--- src/rtl/ota_ctrl_pkg.sv ---
// Shared types and constants for the OTA offset-trim calibration controller.
package ota_ctrl_pkg;

  typedef enum logic [2:0] {
    IDLE,
    SETTLE,
    SAMPLE,
    DECIDE,
    DONE
  } ota_state_e;

  localparam int unsigned CMP_VOTES      = 3;
  localparam int unsigned VOTE_MAJ       = 2;
  localparam int unsigned TRIM_W_DEF     = 6;
  localparam int unsigned SETTLE_CYC_DEF = 16;

endpackage

--- src/rtl/ota_trim_cal_if.sv ---
// Control/status bus between the tile pin logic and the trim calibration controller.
interface ota_trim_cal_if
  import ota_ctrl_pkg::*;
#(
  parameter int unsigned TRIM_W = TRIM_W_DEF
);
  logic              ena;
  logic              start;
  logic              load_en;
  logic [TRIM_W-1:0] load_code;
  logic              busy;
  logic              done;
  logic              fail;

  modport master (
    output ena, start, load_en, load_code,
    input  busy, done, fail
  );

  modport slave (
    input  ena, start, load_en, load_code,
    output busy, done, fail
  );
endinterface

--- src/rtl/ota_sync2.sv ---
// Two-flop synchronizer with asynchronous active-low reset to 0.
module ota_sync2 (
  input  logic clk,
  input  logic rst_n,
  input  logic d,
  output logic q
);
  logic meta;

  always_ff @(posedge clk or negedge rst_n) begin
    if (!rst_n) begin
      meta <= 1'b0;
      q    <= 1'b0;
    end else begin
      meta <= d;
      q    <= meta;
    end
  end
endmodule

--- src/rtl/ota_trim_cal.sv ---
// OTA offset-trim calibration: SAR search over the trim code, each bit judged
// by a 3-sample majority vote of the synchronized comparator output.
module ota_trim_cal
  import ota_ctrl_pkg::*;
#(
  parameter int unsigned TRIM_W     = TRIM_W_DEF,
  parameter int unsigned SETTLE_CYC = SETTLE_CYC_DEF
) (
  input  logic              clk,
  input  logic              rst_n,
  ota_trim_cal_if.slave     ctl,
  input  logic              cmp_in,
  output logic [TRIM_W-1:0] trim_code,
  output logic              short_en
);
  localparam int unsigned IDX_W = (TRIM_W > 1) ? $clog2(TRIM_W) : 1;
  localparam int unsigned CNT_W = $clog2(SETTLE_CYC);
  localparam logic [TRIM_W-1:0] MID = {1'b1, {(TRIM_W-1){1'b0}}};
  localparam logic [CNT_W-1:0]  CNT_INIT = CNT_W'(SETTLE_CYC - 1);

  ota_state_e        state_q, state_d;
  logic [TRIM_W-1:0] trim_q, trim_d;
  logic [IDX_W-1:0]  idx_q, idx_d;
  logic [CNT_W-1:0]  cnt_q, cnt_d;
  logic [1:0]        vote_q, vote_d;
  logic [1:0]        samp_q, samp_d;
  logic              short_q, short_d;
  logic              busy_q, busy_d;
  logic              done_q, done_d;
  logic              fail_q, fail_d;
  logic              cmp_s;

  ota_sync2 u_cmp_sync (
    .clk   (clk),
    .rst_n (rst_n),
    .d     (cmp_in),
    .q     (cmp_s)
  );

  always_ff @(posedge clk or negedge rst_n) begin
    if (!rst_n) begin
      state_q <= IDLE;
      trim_q  <= MID;
      idx_q   <= '0;
      cnt_q   <= '0;
      vote_q  <= '0;
      samp_q  <= '0;
      short_q <= 1'b0;
      busy_q  <= 1'b0;
      done_q  <= 1'b0;
      fail_q  <= 1'b0;
    end else begin
      state_q <= state_d;
      trim_q  <= trim_d;
      idx_q   <= idx_d;
      cnt_q   <= cnt_d;
      vote_q  <= vote_d;
      samp_q  <= samp_d;
      short_q <= short_d;
      busy_q  <= busy_d;
      done_q  <= done_d;
      fail_q  <= fail_d;
    end
  end

  // done/short_en/busy/fail are registered, so their DONE-state values are
  // loaded on the DECIDE->DONE edge and appear exactly in the DONE cycle.
  always_comb begin
    state_d = state_q;
    trim_d  = trim_q;
    idx_d   = idx_q;
    cnt_d   = cnt_q;
    vote_d  = vote_q;
    samp_d  = samp_q;
    short_d = short_q;
    busy_d  = busy_q;
    done_d  = 1'b0;
    fail_d  = fail_q;

    unique case (state_q)
      IDLE: begin
        if (ctl.start && ctl.ena) begin
          trim_d  = MID;
          idx_d   = IDX_W'(TRIM_W - 1);
          short_d = 1'b1;
          busy_d  = 1'b1;
          fail_d  = 1'b0;
          cnt_d   = CNT_INIT;
          state_d = SETTLE;
        end else if (ctl.load_en) begin
          trim_d = ctl.load_code;
        end
      end
      SETTLE: begin
        if (cnt_q == '0) begin
          vote_d  = '0;
          samp_d  = '0;
          state_d = SAMPLE;
        end else begin
          cnt_d = cnt_q - CNT_W'(1);
        end
      end
      SAMPLE: begin
        if (cmp_s && (vote_q != 2'd3)) vote_d = vote_q + 2'd1;
        if (samp_q == 2'(CMP_VOTES - 1)) state_d = DECIDE;
        else                             samp_d  = samp_q + 2'd1;
      end
      DECIDE: begin
        if (vote_q >= 2'(VOTE_MAJ)) trim_d[idx_q] = 1'b0;
        if (idx_q != '0) begin
          trim_d[idx_q - IDX_W'(1)] = 1'b1;
          idx_d   = idx_q - IDX_W'(1);
          cnt_d   = CNT_INIT;
          state_d = SETTLE;
        end else begin
          done_d  = 1'b1;
          short_d = 1'b0;
          busy_d  = 1'b0;
          fail_d  = (trim_d == '0) || (trim_d == '1);
          state_d = DONE;
        end
      end
      DONE: begin
        state_d = IDLE;
      end
      default: begin
        state_d = IDLE;
      end
    endcase

    // Abort keeps the partially searched code and the previous fail flag.
    if (!ctl.ena && (state_q != IDLE)) begin
      state_d = IDLE;
      trim_d  = trim_q;
      short_d = 1'b0;
      busy_d  = 1'b0;
      done_d  = 1'b0;
      fail_d  = fail_q;
    end
  end

  assign trim_code = trim_q;
  assign short_en  = short_q;
  assign ctl.busy  = busy_q;
  assign ctl.done  = done_q;
  assign ctl.fail  = fail_q;
endmodule

--- src/flat_wrapper.sv ---
// flat-port wrapper written by rule: the top's interface ports become plain ports
module ota_trim_cal_flat import ota_ctrl_pkg::*;
#(
  parameter int unsigned TRIM_W     = TRIM_W_DEF,
  parameter int unsigned SETTLE_CYC = SETTLE_CYC_DEF
)
  (clk, rst_n, cmp_in, trim_code, short_en, ctl_ena, ctl_start, ctl_load_en, ctl_load_code, ctl_busy, ctl_done, ctl_fail);
  ota_trim_cal_if #(.TRIM_W(TRIM_W)) ctl_i ();
  input  logic clk;
  input  logic rst_n;
  input  logic cmp_in;
  output logic [TRIM_W-1:0] trim_code;
  output logic short_en;
  input wire logic [$bits(ctl_i.ena)-1:0] ctl_ena;
  input wire logic [$bits(ctl_i.start)-1:0] ctl_start;
  input wire logic [$bits(ctl_i.load_en)-1:0] ctl_load_en;
  input wire logic [$bits(ctl_i.load_code)-1:0] ctl_load_code;
  output wire logic [$bits(ctl_i.busy)-1:0] ctl_busy;
  output wire logic [$bits(ctl_i.done)-1:0] ctl_done;
  output wire logic [$bits(ctl_i.fail)-1:0] ctl_fail;
  assign ctl_i.ena = ctl_ena;
  assign ctl_i.start = ctl_start;
  assign ctl_i.load_en = ctl_load_en;
  assign ctl_i.load_code = ctl_load_code;
  assign ctl_busy = ctl_i.busy;
  assign ctl_done = ctl_i.done;
  assign ctl_fail = ctl_i.fail;
  ota_trim_cal #(.TRIM_W(TRIM_W), .SETTLE_CYC(SETTLE_CYC)) u_core (.clk(clk), .rst_n(rst_n), .ctl(ctl_i), .cmp_in(cmp_in), .trim_code(trim_code), .short_en(short_en));
endmodule
--- config.mk ---
export PLATFORM = sky130hd
export DESIGN_NAME = ota_trim_cal_flat
export DESIGN_NICKNAME = d
export VERILOG_FILES = /design/src/rtl/ota_ctrl_pkg.sv /design/src/rtl/ota_trim_cal_if.sv /design/src/rtl/ota_sync2.sv /design/src/rtl/ota_trim_cal.sv /design/src/flat_wrapper.sv
export SDC_FILE = /design/constraint.sdc
export NUM_CORES = 1
export LEC_CHECK = 0
export BUFFER_PORTS_ARGS = -buffer_cell sky130_fd_sc_hd__buf_2
export CELL_PAD_IN_SITES_DETAIL_PLACEMENT = 1
export CELL_PAD_IN_SITES_GLOBAL_PLACEMENT = 2
export CORE_UTILIZATION = 34
export DETAILED_ROUTE_END_ITERATION = 10
export GPL_ROUTABILITY_DRIVEN = 0
export PLACE_DENSITY_LB_ADDON = 0.1
export REMOVE_ABC_BUFFERS = 1
export SLEW_MARGIN = 25
export SYNTH_ARGS = -nofsm -noshare
export SYNTH_HDL_FRONTEND = slang
export SYNTH_SLANG_ARGS = --single-unit
--- constraint.sdc ---
create_clock -name clk -period 2.4 [get_ports clk]
set_input_delay 0.24 -clock clk [delete_from_list [all_inputs] [get_ports clk]]
set_output_delay 0.24 -clock clk [all_outputs]
set_load 0.005 [all_outputs]
Word-level counts from Yosys, hierarchy flattened

Index checks and enable logic that the tools add are counted.

Magnitude comparators: 5
Bitwise logic cells: 4
Equal/unequal tests: 18
Mux-type cells: 38
Add/subtract/negate cells: 4
Reductions and logical operators: 24

Operator list:

| operator             | number |
|---|---|
| $mux W6              | 5 |
| $mux W3              | 7 |
| $reduce_and A3 Y1    | 6 |
| $mux W4              | 3 |
| $pmux W3 S4          | 1 |
| $pmux W4 S3          | 1 |
| $pmux W6 S2          | 1 |
| $reduce_bool A3 Y1   | 4 |
| $mux W1              | 10 |
| $ne A3 B1 Y1 const B | 3 |
| $lt A3 B4 Y1 const B | 2 |
| $ne A2 B1 Y1 const B | 4 |
| $ne A2 B2 Y1 const B | 4 |
| $pmux W2 S2          | 2 |
| $reduce_and A4 Y1    | 2 |
| $and A6 B6 Y6        | 1 |
| $demux W1 S3         | 2 |
| $eq A3 B2 Y1 const B | 2 |
| $eq A6 B6 Y1 const B | 1 |
| $ge A3 B1 Y1 const B | 2 |
| $logic_not A6 Y1     | 1 |
| $mux W2              | 3 |
| $not A6 Y6           | 1 |
| $or A6 B6 Y6         | 1 |
| other kinds (17)     | 24 |

Register bits: 25
Word-level logic and storage cells: 104
Output and inout port bits: 10
Input port bits: 12

Longest topological paths before layout

Gate-level depths: netlist of the first run.

Depth after elaboration: 12
Gate-level depth with buffers: 9

Hierarchy

Synthesis of the first run repeated with hierarchy kept, for this count alone.

Cell total of the unflattened synthesis: 174
Area total of the unflattened synthesis: 1680.4 um^2

By module, submodules not included:

| module       | cells each | times used | seq. area each (um^2) | area each (um^2) |
|---|---|---|---|---|
| ota_trim_cal | 172        | 1          | 576.8                 | 1630.3 |
| ota_sync2    | 2          | 1          | 50.0                  | 50.0 |

Worst setup path after synthesis of the first run

No wires, ideal clock.

Path type: reg2reg
Start: register u_core.idx_q[0]
End: register u_core.trim_q[0], in the netlist u_core.trim_code[0]
Slack: 0.640 ns
Cell stages (with the launch flop): 9
Clock period less this slack: 1.760 ns
Buffers on the path: 1
Arrival: 1.673 ns
Cell sequence: dfrtp_1 > buf_2 > inv_1 > ha_1 > or3_1 > a21boi_0 > o21a_1 > a21oi_1 > o211ai_1

Cells in the longest elaborated chain, start to end: 11
Elaborated cells on any way between the ends: 19

Ends and longest elaborated chain:

| element                                                              | RTL line            | RTL |
|---|---|---|
| start: declaration                                                   | ota_trim_cal.sv:23  | `logic [IDX_W-1:0] idx_q, idx_d;` |
| start signal: assignment                                             | ota_trim_cal.sv:55  | `idx_q <= idx_d;` |
| parallel branches: the longest is 9 deep, another holds $lt A3 B4 Y1 | --                  |  |
| $mux W6 *                                                            | ota_trim_cal.sv:110 | `if (idx_q != '0) begin` |
| $pmux W6 S2 *                                                        | ota_trim_cal.sv:80  | `unique case (state_q)` |
| end signal: assignment                                               | ota_trim_cal.sv:54  | `trim_q <= trim_d;` |
| end: declaration                                                     | ota_trim_cal.sv:22  | `logic [TRIM_W-1:0] trim_q, trim_d;` |

Mark *: on every way between the ends. The select of a mux whose other input is x is not followed.
A chain may end at the register's enable or synchronous reset.

Final worst setup path of the first run

Start: register u_core.idx_q[0]
End: register u_core.idx_q[2]

Cells in the longest elaborated chain, start to end: 3
Elaborated cells on any way between the ends: 6

Ends and longest elaborated chain:

| element                                             | RTL line |
|---|---|
| $sub A3 B1 Y3 or $reduce_bool A3 Y1 (tied branches) | ota_trim_cal.sv:112, ota_trim_cal.sv:110 |
| $mux W3 or $ne A2 B1 Y1 (tied branches)             | -- |
| $pmux W3 S2 or $reduce_and A3 Y1 (tied branches)    | -- |

Parallel ways exist; a longest one is shown, timed or not. The select of a mux whose other input is x is not followed.

==> results of run 1 <==
-- worst paths after layout --
| kind | from | to | slack (ns) | cells after the start |
|---|---|---|---|---|
| min reg2reg | u_core.u_cmp_sync.meta | u_core.u_cmp_sync.q | 0.36 | 0 |
| min in group asynchronous | rst_n | u_core.trim_code[0] | 0.50 | 2 |
| max reg2reg | u_core.idx_q[0] | u_core.idx_q[2] | 0.31 | 7 |
| max | u_core.idx_q[0] | u_core.idx_q[2] | 0.31 | 7 |
| min | cmp_in | u_core.u_cmp_sync.meta | 0.06 | 1 |
| max in group asynchronous | rst_n | u_core.samp_q[0] | 1.50 | 2 |
-- worst max-delay path: cells and delay by family (launching register included) --
kind | cells | cell delay [ns]
compound gates | 2 | 0.32
flops | 1 | 0.54
buf+inv | 1 | 0.20
simple gates | 3 | 0.70
fa+ha+maj | 1 | 0.28
-- sequential cells by signal, summed over array words and instances (netlist names) --
| register | flops |
|---|---|
| u_core.vote_q | 2 |
| u_core.u_cmp_sync.q | 1 |
| u_core.ctl.done | 1 |
| u_core.short_en | 1 |
| u_core.cnt_q | 4 |
| u_core.state_q | 3 |
| u_core.idx_q | 3 |
| u_core.u_cmp_sync.meta | 1 |
| u_core.samp_q | 2 |
| u_core.ctl.fail | 1 |
| u_core.trim_code | 6 |
-- area by class of cell --
cell class / count / area [sq um]
clock buffers: 4 / 45.0
fillers: 549 / 2620
inverters: 10 / 37.5
multi-input cells: 132 / 861
flip-flops and latches: 25 / 627
well taps: 52 / 65.1
repair buffers: 24 / 130
-- stage by stage --
| step | area, sq um | power [mW] |
|---|---|---|
| global placement | 1710 | 0.734 |
| detailed placement | 1710 | 0.743 |
| global route | 1770 | 1.06 |
| finish | 1770 | 0.995 |
| floorplan | 1530 | 0.654 |
| CTS | 1770 | 1.01 |
-- cell usage after synthesis (all sizes together), types with 3 or more instances --
library cell  instances  share of area
ha                    6          0.048
nand2                19          0.049
nor3                  6          0.022
a221o                 3          0.019
o21a                  3          0.014
nand2b                4          0.016
inv                  10          0.024
buf                   7          0.027
o22ai                 3          0.012
a21oi                16          0.058
or3                   3          0.015
a21o                  3          0.014
o41ai                 3          0.022
dfrtp                24           0.38
and3                  3          0.012
o21ai                13          0.044
nor2                 15          0.038
-- layer usage --
metal	vias to the layer above	wire, microns	GRT usage
met5	-	0	0
met4	0	66	0.0578
met3	7	86	0.0231
met2	21	2190	0.330
met1	705	1850	0.232
li1	674	-	-
-- report_power, final --
group	total, mW	switching [mW]	internal [mW]
clock network	0.262	0.143	0.119
logic	0.208	0.108	0.100
registers	0.525	0.0561	0.469
-- cells by family after synthesis --
| family | share of synthesized area |
|---|---|
| and+or+nand+nor | 0.219 |
| xor gates and xnor gates | 0.0112 |
| AOI/OAI and AO/OA | 0.251 |
| muxes | 0.0200 |
| buffers and inverters | 0.0511 |
| DFF | 0.400 |
| adders and majority gates | 0.0479 |
==> impl_results.html, run 1 <==
<table>
<tr><th>Metric</th><th>Value</th></tr>
<tr><th colspan="2">Floorplanning</th></tr>
<tr><td>Horizontal die dimension</td><td>roughly 70 microns</td></tr>
<tr><td>Height of the die</td><td>approximately 70 microns</td></tr>
<tr><td>Core Region</td><td>~4400 sq um</td></tr>
<tr><td>Number of primary I/O pins</td><td>22</td></tr>
<tr><td>Number of core rows</td><td>24</td></tr>
<tr><td>Effective utilization at floorplan</td><td>0.358</td></tr>
<tr><td>Die Outline Area</td><td>between 4000 and 5000 sq um</td></tr>
<tr><th colspan="2">Synthesis</th></tr>
<tr><td>Share of synthesized area occupied by flip-flops and latches</td><td>0.400</td></tr>
<tr><td>Synthesized flop and latch total</td><td>25</td></tr>
<tr><td>Flip-flop cell with the highest count after synthesis</td><td>dfrtp_1</td></tr>
<tr><td>Number of warnings issued by yosys</td><td>0</td></tr>
<tr><td>Share of synthesized flip-flops with an asynchronous set or reset</td><td>1.00</td></tr>
<tr><td>Synth Instances</td><td>between 150 and 200</td></tr>
<tr><td>Synthesized area</td><td>1570 sq um</td></tr>
<tr><td>Number of enable flip-flop cells after synthesis</td><td>0</td></tr>
<tr><td>Post-Syn Area per Cell</td><td>about 9 sq um</td></tr>
<tr><td>Count of different cell masters after synthesis</td><td>53</td></tr>
<tr><th colspan="2">Place</th></tr>
<tr><td>Detailed placer's ending HPWL</td><td>about 3100 microns</td></tr>
<tr><td>Instance count after placement with tap cells included</td><td>approximately 240</td></tr>
<tr><td>Port Buffers</td><td>21</td></tr>
<tr><td>Setup WS pre-CTS</td><td>between 0.3 and 0.4 ns</td></tr>
<tr><th colspan="2">Finish</th></tr>
<tr><td>Fraction of final layout cells sized beyond drive strength 1</td><td>0.210</td></tr>
<tr><td>Area grow syn2layout</td><td>12.6%</td></tr>
<tr><td>Net count reported at finish</td><td>approximately 210</td></tr>
<tr><td>Commonest non-fill, non-tap cell in the layout</td><td>dfrtp_1</td></tr>
<tr><td>Util after Layout</td><td>0.403</td></tr>
<tr><td>Commonest cells after routing, fill and taps aside</td><td>dfrtp_1, buf_2, nand2_1</td></tr>
<tr><td>Diode count</td><td>0</td></tr>
<tr><td>Final std cells w/o fill</td><td>approximately 250</td></tr>
<tr><th colspan="2">Worst hold path</th></tr>
<tr><td>Path type of the worst min-delay path</td><td>in -&gt; reg</td></tr>
<tr><th colspan="2">Setup path</th></tr>
<tr><td>Critical path peak fanout</td><td>10</td></tr>
<tr><td>Ordered cell list for the critical path</td><td>inv_1 &gt; ha_1 &gt; nand2b_1 &gt; a22oi_2 &gt; or2_4 &gt; nor2_1 &gt; o32a_2</td></tr>
<tr><td>Required @ worst endpoint</td><td>roughly 2.6 ns</td></tr>
<tr><td>CP max stage delay</td><td>0.54 ns</td></tr>
<tr><td>Critical path startpoint category</td><td>flop</td></tr>
<tr><td>Kind of end point of the critical path</td><td>flop</td></tr>
<tr><td>Worst EP arrival</td><td>2.31 ns</td></tr>
<tr><td>Critical path class</td><td>reg -&gt; reg</td></tr>
<tr><td>Worst-path cell with the longest stage delay</td><td>dfrtp_1</td></tr>
<tr><th colspan="2">Drt</th></tr>
<tr><td>Detailed router's first-iteration violation count</td><td>38</td></tr>
<tr><td>DRC</td><td>0</td></tr>
<tr><td>Routed vias</td><td>1,407</td></tr>
<tr><td>Detail Route Antenna Nets</td><td>0</td></tr>
<tr><td>Via density per instance</td><td>5.70</td></tr>
<tr><td>Final routed wire length divided by cell count</td><td>roughly 17 microns</td></tr>
<tr><td>Detailed Route WL</td><td>approximately 4200 microns</td></tr>
<tr><td>DRT Pass-1 Iters</td><td>4</td></tr>
<tr><th colspan="2">STA</th></tr>
<tr><td>Number of endpoints with negative hold slack in the final report</td><td>0</td></tr>
<tr><td>RSZ-0062 raised after global routing</td><td>no</td></tr>
<tr><td>Max-Slew Margin vs Limit</td><td>0.596</td></tr>
<tr><td>Sum Neg Setup Slack</td><td>0 ns</td></tr>
<tr><td>Ratio of final minimum period to clock period</td><td>0.873</td></tr>
<tr><td>Minimum setup slack in the final design</td><td>just over 0.3 ns</td></tr>
<tr><td>Least-Margin Pin Slew</td><td>between 0.6 and 0.7 ns</td></tr>
<tr><td>Final setup violation count</td><td>0</td></tr>
<tr><td>Clock skew after layout</td><td>just under 0.007 ns</td></tr>
<tr><td>Final hold slack</td><td>about 0.06 ns</td></tr>
<tr><td>Count of pins over their slew limit</td><td>0</td></tr>
<tr><td>Shortest period the worst path allows</td><td>2.09 ns</td></tr>
<tr><td>Fmax</td><td>0.477 GHz</td></tr>
<tr><th colspan="2">Global routing</th></tr>
<tr><td>Number of antenna violations at the first check in global routing</td><td>0</td></tr>
<tr><td>Total Routing Usage GR</td><td>0.185</td></tr>
<tr><td>Global-route wire length before repair</td><td>between 7000 and 8000 microns</td></tr>
<tr><td>Remaining Overflow, GRT</td><td>0</td></tr>
<tr><td>Number of global-route vias before repair</td><td>between 1,500 and 2,000</td></tr>
<tr><td>Largest net degree at the start of global routing</td><td>26</td></tr>
<tr><th colspan="2">Clocking</th></tr>
<tr><td>Cells resized by post-CTS repair</td><td>0</td></tr>
<tr><td>CTS tree</td><td>built</td></tr>
<tr><td>Clock Latency Late Sink</td><td>between 0.2 and 0.3 ns</td></tr>
<tr><td>Count of clock tree sinks</td><td>25</td></tr>
<tr><td>Hold Buf Count CTS</td><td>1</td></tr>
<tr><td>Library cell used as clock root buffer</td><td>clkbuf_8</td></tr>
<tr><td>Total number of H-tree levels</td><td>1</td></tr>
<tr><td>Clock input transition at the sequential cells of the worst setup and hold paths</td><td>around 0.10 ns</td></tr>
<tr><td>Number of buffers between clock root and the deepest sink</td><td>2</td></tr>
<tr><td>Post CTS Setup Buffer Count</td><td>0</td></tr>
<tr><td>Number of clock buffers inserted by TritonCTS</td><td>3</td></tr>
<tr><th colspan="2">Job</th></tr>
<tr><td>Max Cap Viol</td><td>0</td></tr>
<tr><th colspan="2">Power</th></tr>
<tr><td>Worst voltage drop across the vdd grid</td><td>0.199 mV</td></tr>
<tr><td>Power density of the placed cells</td><td>roughly 560 nW/um^2</td></tr>
<tr><td>Static Leak</td><td>~0.76 nW</td></tr>
<tr><th colspan="2">Outcome</th></tr>
<tr><td>Status</td><td>complete, no violations</td></tr>
</table>
Power figures use the tool's default switching activity.
==> run 2: changes to the inputs <==
--- a/config.mk
+++ b/config.mk
@@ -5,10 +5,11 @@
 export SDC_FILE = /design/constraint.sdc
 export NUM_CORES = 1
 export LEC_CHECK = 0
+export ABC_AREA = 1
 export BUFFER_PORTS_ARGS = -buffer_cell sky130_fd_sc_hd__buf_2
 export CELL_PAD_IN_SITES_DETAIL_PLACEMENT = 1
 export CELL_PAD_IN_SITES_GLOBAL_PLACEMENT = 2
-export CORE_UTILIZATION = 34
+export CORE_UTILIZATION = 32
 export DETAILED_ROUTE_END_ITERATION = 10
 export GPL_ROUTABILITY_DRIVEN = 0
 export PLACE_DENSITY_LB_ADDON = 0.1
==> run 2 against run 1 <==
Clock power fell by 2%; total power rose by 130%; wire length fell by 3.3%; final area fell by 0.57%; worst setup slack improved by 0.35 ns; synthesized area fell by 1.0%.
==> impl_results.html, run 2 <==
<table>
<tr><th>Metric</th><th>Value</th></tr>
<tr><th colspan="2">STA</th></tr>
<tr><td>Ratio of final minimum period to clock period</td><td>0.729 (was 0.873)</td></tr>
<tr><td>Count of pins over their slew limit</td><td>0 (unchanged)</td></tr>
<tr><td>Shortest period the worst path allows</td><td>1.75 ns (was 2.09 ns)</td></tr>
<tr><td>Final setup violation count</td><td>0 (unchanged)</td></tr>
<tr><td>Least-Margin Pin Slew</td><td>0.592 ns (was 0.607 ns)</td></tr>
<tr><td>Sum Neg Setup Slack</td><td>0 ns (unchanged)</td></tr>
<tr><td>Clock skew after layout</td><td>0.00198 ns (was 0.00687 ns)</td></tr>
<tr><td>Max-Slew Margin vs Limit</td><td>0.605 (was 0.596)</td></tr>
<tr><td>Number of endpoints with negative hold slack in the final report</td><td>0 (unchanged)</td></tr>
<tr><td>RSZ-0062 raised after global routing</td><td>no (unchanged)</td></tr>
<tr><td>Fmax</td><td>0.572 GHz (was 0.477 GHz)</td></tr>
<tr><th colspan="2">Floorplanning</th></tr>
<tr><td>Number of core rows</td><td>24 (unchanged)</td></tr>
<tr><td>Core Region</td><td>4500 sq um (was 4380 sq um)</td></tr>
<tr><td>Effective utilization at floorplan</td><td>0.344 (was 0.358)</td></tr>
<tr><td>Height of the die</td><td>71.6 microns (was 69.9 microns)</td></tr>
<tr><td>Number of primary I/O pins</td><td>22 (unchanged)</td></tr>
<tr><td>Horizontal die dimension</td><td>71.6 microns (was 69.9 microns)</td></tr>
<tr><td>Die Outline Area</td><td>5130 sq um (was 4890 sq um)</td></tr>
<tr><th colspan="2">Clocking</th></tr>
<tr><td>Library cell used as clock root buffer</td><td>clkbuf_8 (unchanged)</td></tr>
<tr><td>Clock input transition at the sequential cells of the worst setup and hold paths</td><td>0.09 ns (was 0.10 ns)</td></tr>
<tr><td>Count of clock tree sinks</td><td>25 (unchanged)</td></tr>
<tr><td>Number of clock buffers inserted by TritonCTS</td><td>3 (unchanged)</td></tr>
<tr><td>Post CTS Setup Buffer Count</td><td>0 (unchanged)</td></tr>
<tr><td>Total number of H-tree levels</td><td>1 (unchanged)</td></tr>
<tr><td>Clock Latency Late Sink</td><td>0.27 ns (about the same)</td></tr>
<tr><td>CTS tree</td><td>built (unchanged)</td></tr>
<tr><td>Number of buffers between clock root and the deepest sink</td><td>2 (unchanged)</td></tr>
<tr><th colspan="2">Drt</th></tr>
<tr><td>Detailed Route WL</td><td>4060 microns (was 4200 microns)</td></tr>
<tr><td>Via density per instance</td><td>4.94 (was 5.70)</td></tr>
<tr><td>Detailed router's first-iteration violation count</td><td>36 (was 38)</td></tr>
<tr><td>DRT Pass-1 Iters</td><td>4 (unchanged)</td></tr>
<tr><td>Detail Route Antenna Nets</td><td>0 (unchanged)</td></tr>
<tr><td>DRC</td><td>0 (unchanged)</td></tr>
<tr><td>Routed vias</td><td>1,397 (was 1,407)</td></tr>
<tr><td>Final routed wire length divided by cell count</td><td>14.3 microns (was 17.0 microns)</td></tr>
<tr><th colspan="2">Power</th></tr>
<tr><td>Switch share</td><td>0.501 (was 0.308)</td></tr>
<tr><td>Static Leak</td><td>0.918 nW (was 0.763 nW)</td></tr>
<tr><td>Net switching power</td><td>1.13 mW (was 0.307 mW)</td></tr>
<tr><td>Share of power burned in combinational logic</td><td>0.563 (was 0.209)</td></tr>
<tr><td>Portion of total power attributed to sequential cells</td><td>0.323 (was 0.527)</td></tr>
<tr><td>Clock network fraction of design power</td><td>0.114 (was 0.264)</td></tr>
<tr><td>Total internal power</td><td>1.13 mW (was 0.688 mW)</td></tr>
<tr><td>Worst voltage drop across the vdd grid</td><td>0.416 mV (was 0.199 mV)</td></tr>
<tr><td>Power density of the placed cells</td><td>1290 nW/um^2 (was 564 nW/um^2)</td></tr>
<tr><th colspan="2">Finish</th></tr>
<tr><td>Final std cells w/o fill</td><td>283 (was 247)</td></tr>
<tr><td>Commonest non-fill, non-tap cell in the layout</td><td>nand2_1 (was dfrtp_1)</td></tr>
<tr><td>Diode count</td><td>0 (unchanged)</td></tr>
<tr><td>Net count reported at finish</td><td>250 (was 214)</td></tr>
<tr><td>Number of flip-flops in the largest register</td><td>6 (unchanged)</td></tr>
<tr><td>Fraction of final layout cells sized beyond drive strength 1</td><td>0.203 (was 0.210)</td></tr>
<tr><td>Area grow syn2layout</td><td>13.1% (was 12.6%)</td></tr>
<tr><td>Commonest cells after routing, fill and taps aside</td><td>nand2_1, nand3_1, inv_1, dfrtp_1, buf_2 (was dfrtp_1, buf_2, nand2_1)</td></tr>
<tr><th colspan="2">Synthesis</th></tr>
<tr><td>Flip-flop cell with the highest count after synthesis</td><td>dfrtp_1 (unchanged)</td></tr>
<tr><td>Post-Syn Area per Cell</td><td>7.42 sq um (was 9.01 sq um)</td></tr>
<tr><td>Number of warnings issued by yosys</td><td>0 (unchanged)</td></tr>
<tr><td>Share of Yosys cell area claimed by the top area cell type</td><td>0.387 (was 0.383)</td></tr>
<tr><td>Main area contributors after synthesis</td><td>dfrtp_1, nand2_1, nand3_1 (was dfrtp_1, a21oi_1, ha_1)</td></tr>
<tr><td>Compound-Gate Fraction of Synth Area</td><td>0.0815 (was 0.251)</td></tr>
<tr><td>Synthesized area</td><td>1550 sq um (was 1570 sq um)</td></tr>
<tr><td>Top cell type by total area after synthesis</td><td>dfrtp_1 (unchanged)</td></tr>
<tr><td>Combinational family with the most area after synthesis</td><td>simple AND/OR/NAND/NOR gates (was compound AO/OA/AOI/OAI gates)</td></tr>
<tr><td>Post-synthesis adder-cell area fraction</td><td>0.0484 (was 0.0479)</td></tr>
<tr><td>Basic-gate share of the synthesized area counting and, or, nand and nor cells</td><td>0.369 (was 0.219)</td></tr>
<tr><td>Xor/xnor share of the synthesized area</td><td>0.0113 (was 0.0112)</td></tr>
<tr><td>Commonest cells in the synthesized netlist</td><td>nand2_1, nand3_1, dfrtp_1, inv_1, nor2_1 (was dfrtp_1, nand2_1, a21oi_1, nor2_1, o21ai_0)</td></tr>
<tr><td>Share of synthesized flip-flops with an asynchronous set or reset</td><td>1.00 (unchanged)</td></tr>
<tr><td>Library cell with the highest instance count after synthesis</td><td>nand2_1 (was dfrtp_1)</td></tr>
<tr><td>Synthesized flop and latch total</td><td>25 (unchanged)</td></tr>
<tr><td>Share of synthesized area occupied by flip-flops and latches</td><td>0.404 (was 0.400)</td></tr>
<tr><td>Count of different cell masters after synthesis</td><td>29 (was 53)</td></tr>
<tr><td>Synth Instances</td><td>209 (was 174)</td></tr>
<tr><td>Share of synthesized area spent on multiplexers</td><td>0 (was 0.0200)</td></tr>
<tr><td>Number of enable flip-flop cells after synthesis</td><td>0 (unchanged)</td></tr>
<tr><th colspan="2">Place</th></tr>
<tr><td>Port Buffers</td><td>21 (unchanged)</td></tr>
<tr><td>Instance count after placement with tap cells included</td><td>278 (was 242)</td></tr>
<tr><td>Detailed placer's ending HPWL</td><td>3320 microns (was 3130 microns)</td></tr>
<tr><th colspan="2">Setup path</th></tr>
<tr><td>Worst Reg2Reg Path Length in Cells</td><td>11 (was 7)</td></tr>
<tr><td>Critical path peak fanout</td><td>10 (unchanged)</td></tr>
<tr><td>Critical path class</td><td>reg -&gt; reg (unchanged)</td></tr>
<tr><td>Critical path startpoint category</td><td>flop (unchanged)</td></tr>
<tr><td>Kind of end point of the critical path</td><td>flop (unchanged)</td></tr>
<tr><td>Worst EP arrival</td><td>1.91 ns (was 2.31 ns)</td></tr>
<tr><td>Required @ worst endpoint</td><td>2.56 ns (was 2.62 ns)</td></tr>
<tr><th colspan="2">Worst hold path</th></tr>
<tr><td>Path type of the worst min-delay path</td><td>in -&gt; reg (unchanged)</td></tr>
<tr><td>Hold Path Cell Cnt</td><td>1 (unchanged)</td></tr>
<tr><th colspan="2">Global routing</th></tr>
<tr><td>Global-route wire length before repair</td><td>7050 microns (was 7220 microns)</td></tr>
<tr><td>Remaining Overflow, GRT</td><td>0 (unchanged)</td></tr>
<tr><td>Total Routing Usage GR</td><td>0.177 (was 0.185)</td></tr>
<tr><td>Number of antenna violations at the first check in global routing</td><td>0 (unchanged)</td></tr>
<tr><td>Largest net degree at the start of global routing</td><td>26 (unchanged)</td></tr>
<tr><td>Number of global-route vias before repair</td><td>1,445 (was 1,513)</td></tr>
<tr><th colspan="2">Job</th></tr>
<tr><td>Max Cap Viol</td><td>0 (unchanged)</td></tr>
<tr><th colspan="2">Outcome</th></tr>
<tr><td>Status</td><td>complete, no violations (unchanged)</td></tr>
</table>
==> run 2: timing repair <==
action / in CTS / in global routing
hold buffers: 1 / 0
hold endpoints to repair: 24 / 0
resized for setup: 0 / 0
==> run 2: layer usage <==
layer	vias to the layer above	wire, microns	GRT usage
li1	713	-	-
met1	656	2110	0.258
met2	24	1770	0.276
met3	4	138	0.0211
met4	0	38	0.0523
met5	-	0	0
==> run 2: critical path, cell delays in order (launching register included) <==
cell and delay [ns]:
dfrtp_1 0.49, inv_1 0.18, ha_1 0.18, inv_1 0.04, nor2_1 0.17, inv_1 0.13, nand2_2 0.15, nand2_1 0.07
nand2_1 0.06, nand2_1 0.06, nand2_1 0.05, o21ai_1 0.05
==> run 2: power groups by stage <==
stage / clock network (mW) / logic (mW) / registers [mW]
5_1_grt: 0.276 / 1.45 / 0.757
2_1_floorplan: 0 / 0.931 / 0.704
6_report: 0.256 / 1.27 / 0.730
3_5_place_dp: 0 / 1.28 / 0.740
3_3_place_gp: 0 / 1.23 / 0.728
4_1_cts: 0.265 / 1.29 / 0.731
==> run 2: stage by stage <==
step                      setup WS [ns]  instance area [sq um]  power [mW]  hold slack [ns]   util
after floorplan                   0.938                   1530        1.64          -0.0556      -
after global placement            0.711                   1700        1.96            0.269  0.377
after detailed placement          0.667                   1700        2.02            0.282  0.377
after CTS                         0.650                   1760        2.29           0.0624  0.390
after global routing              0.497                   1760        2.48           0.0628  0.390
final                             0.651                   1760        2.26           0.0687  0.390
==> run 2: worst paths after layout <==
check	slack [ns]	from	endpoint
worst max-delay path	0.65	u_core.idx_q[0]	u_core.short_en
worst min-delay path	0.07	cmp_in	u_core.u_cmp_sync.meta
worst max register to register	0.65	u_core.idx_q[0]	u_core.short_en
worst min register to register	0.36	u_core.u_cmp_sync.meta	u_core.u_cmp_sync.q
max in group asynchronous	1.51	rst_n	u_core.idx_q[0]
min in group asynchronous	0.50	rst_n	u_core.cnt_q[0]
==> run 2: cells by family after synthesis <==
| family | count (synthesis) |
|---|---|
| buffers and inverters | 32 |
| DFF | 25 |
| and+or+nand+nor | 123 |
| xor gates and xnor gates | 2 |
| adders and majority gates | 6 |
| AOI/OAI and AO/OA | 21 |
==> run 2: final cells by class <==
class	count	area [sq um]
Fill cell	572	2750
Multi-Input combinational cell	152	792
Sequential cell	25	627
Timing Repair Buffer	22	115
Inverter	28	110
Tap cell	52	65.1
Clock buffer	3	41.3
Clock inverter	1	5.00
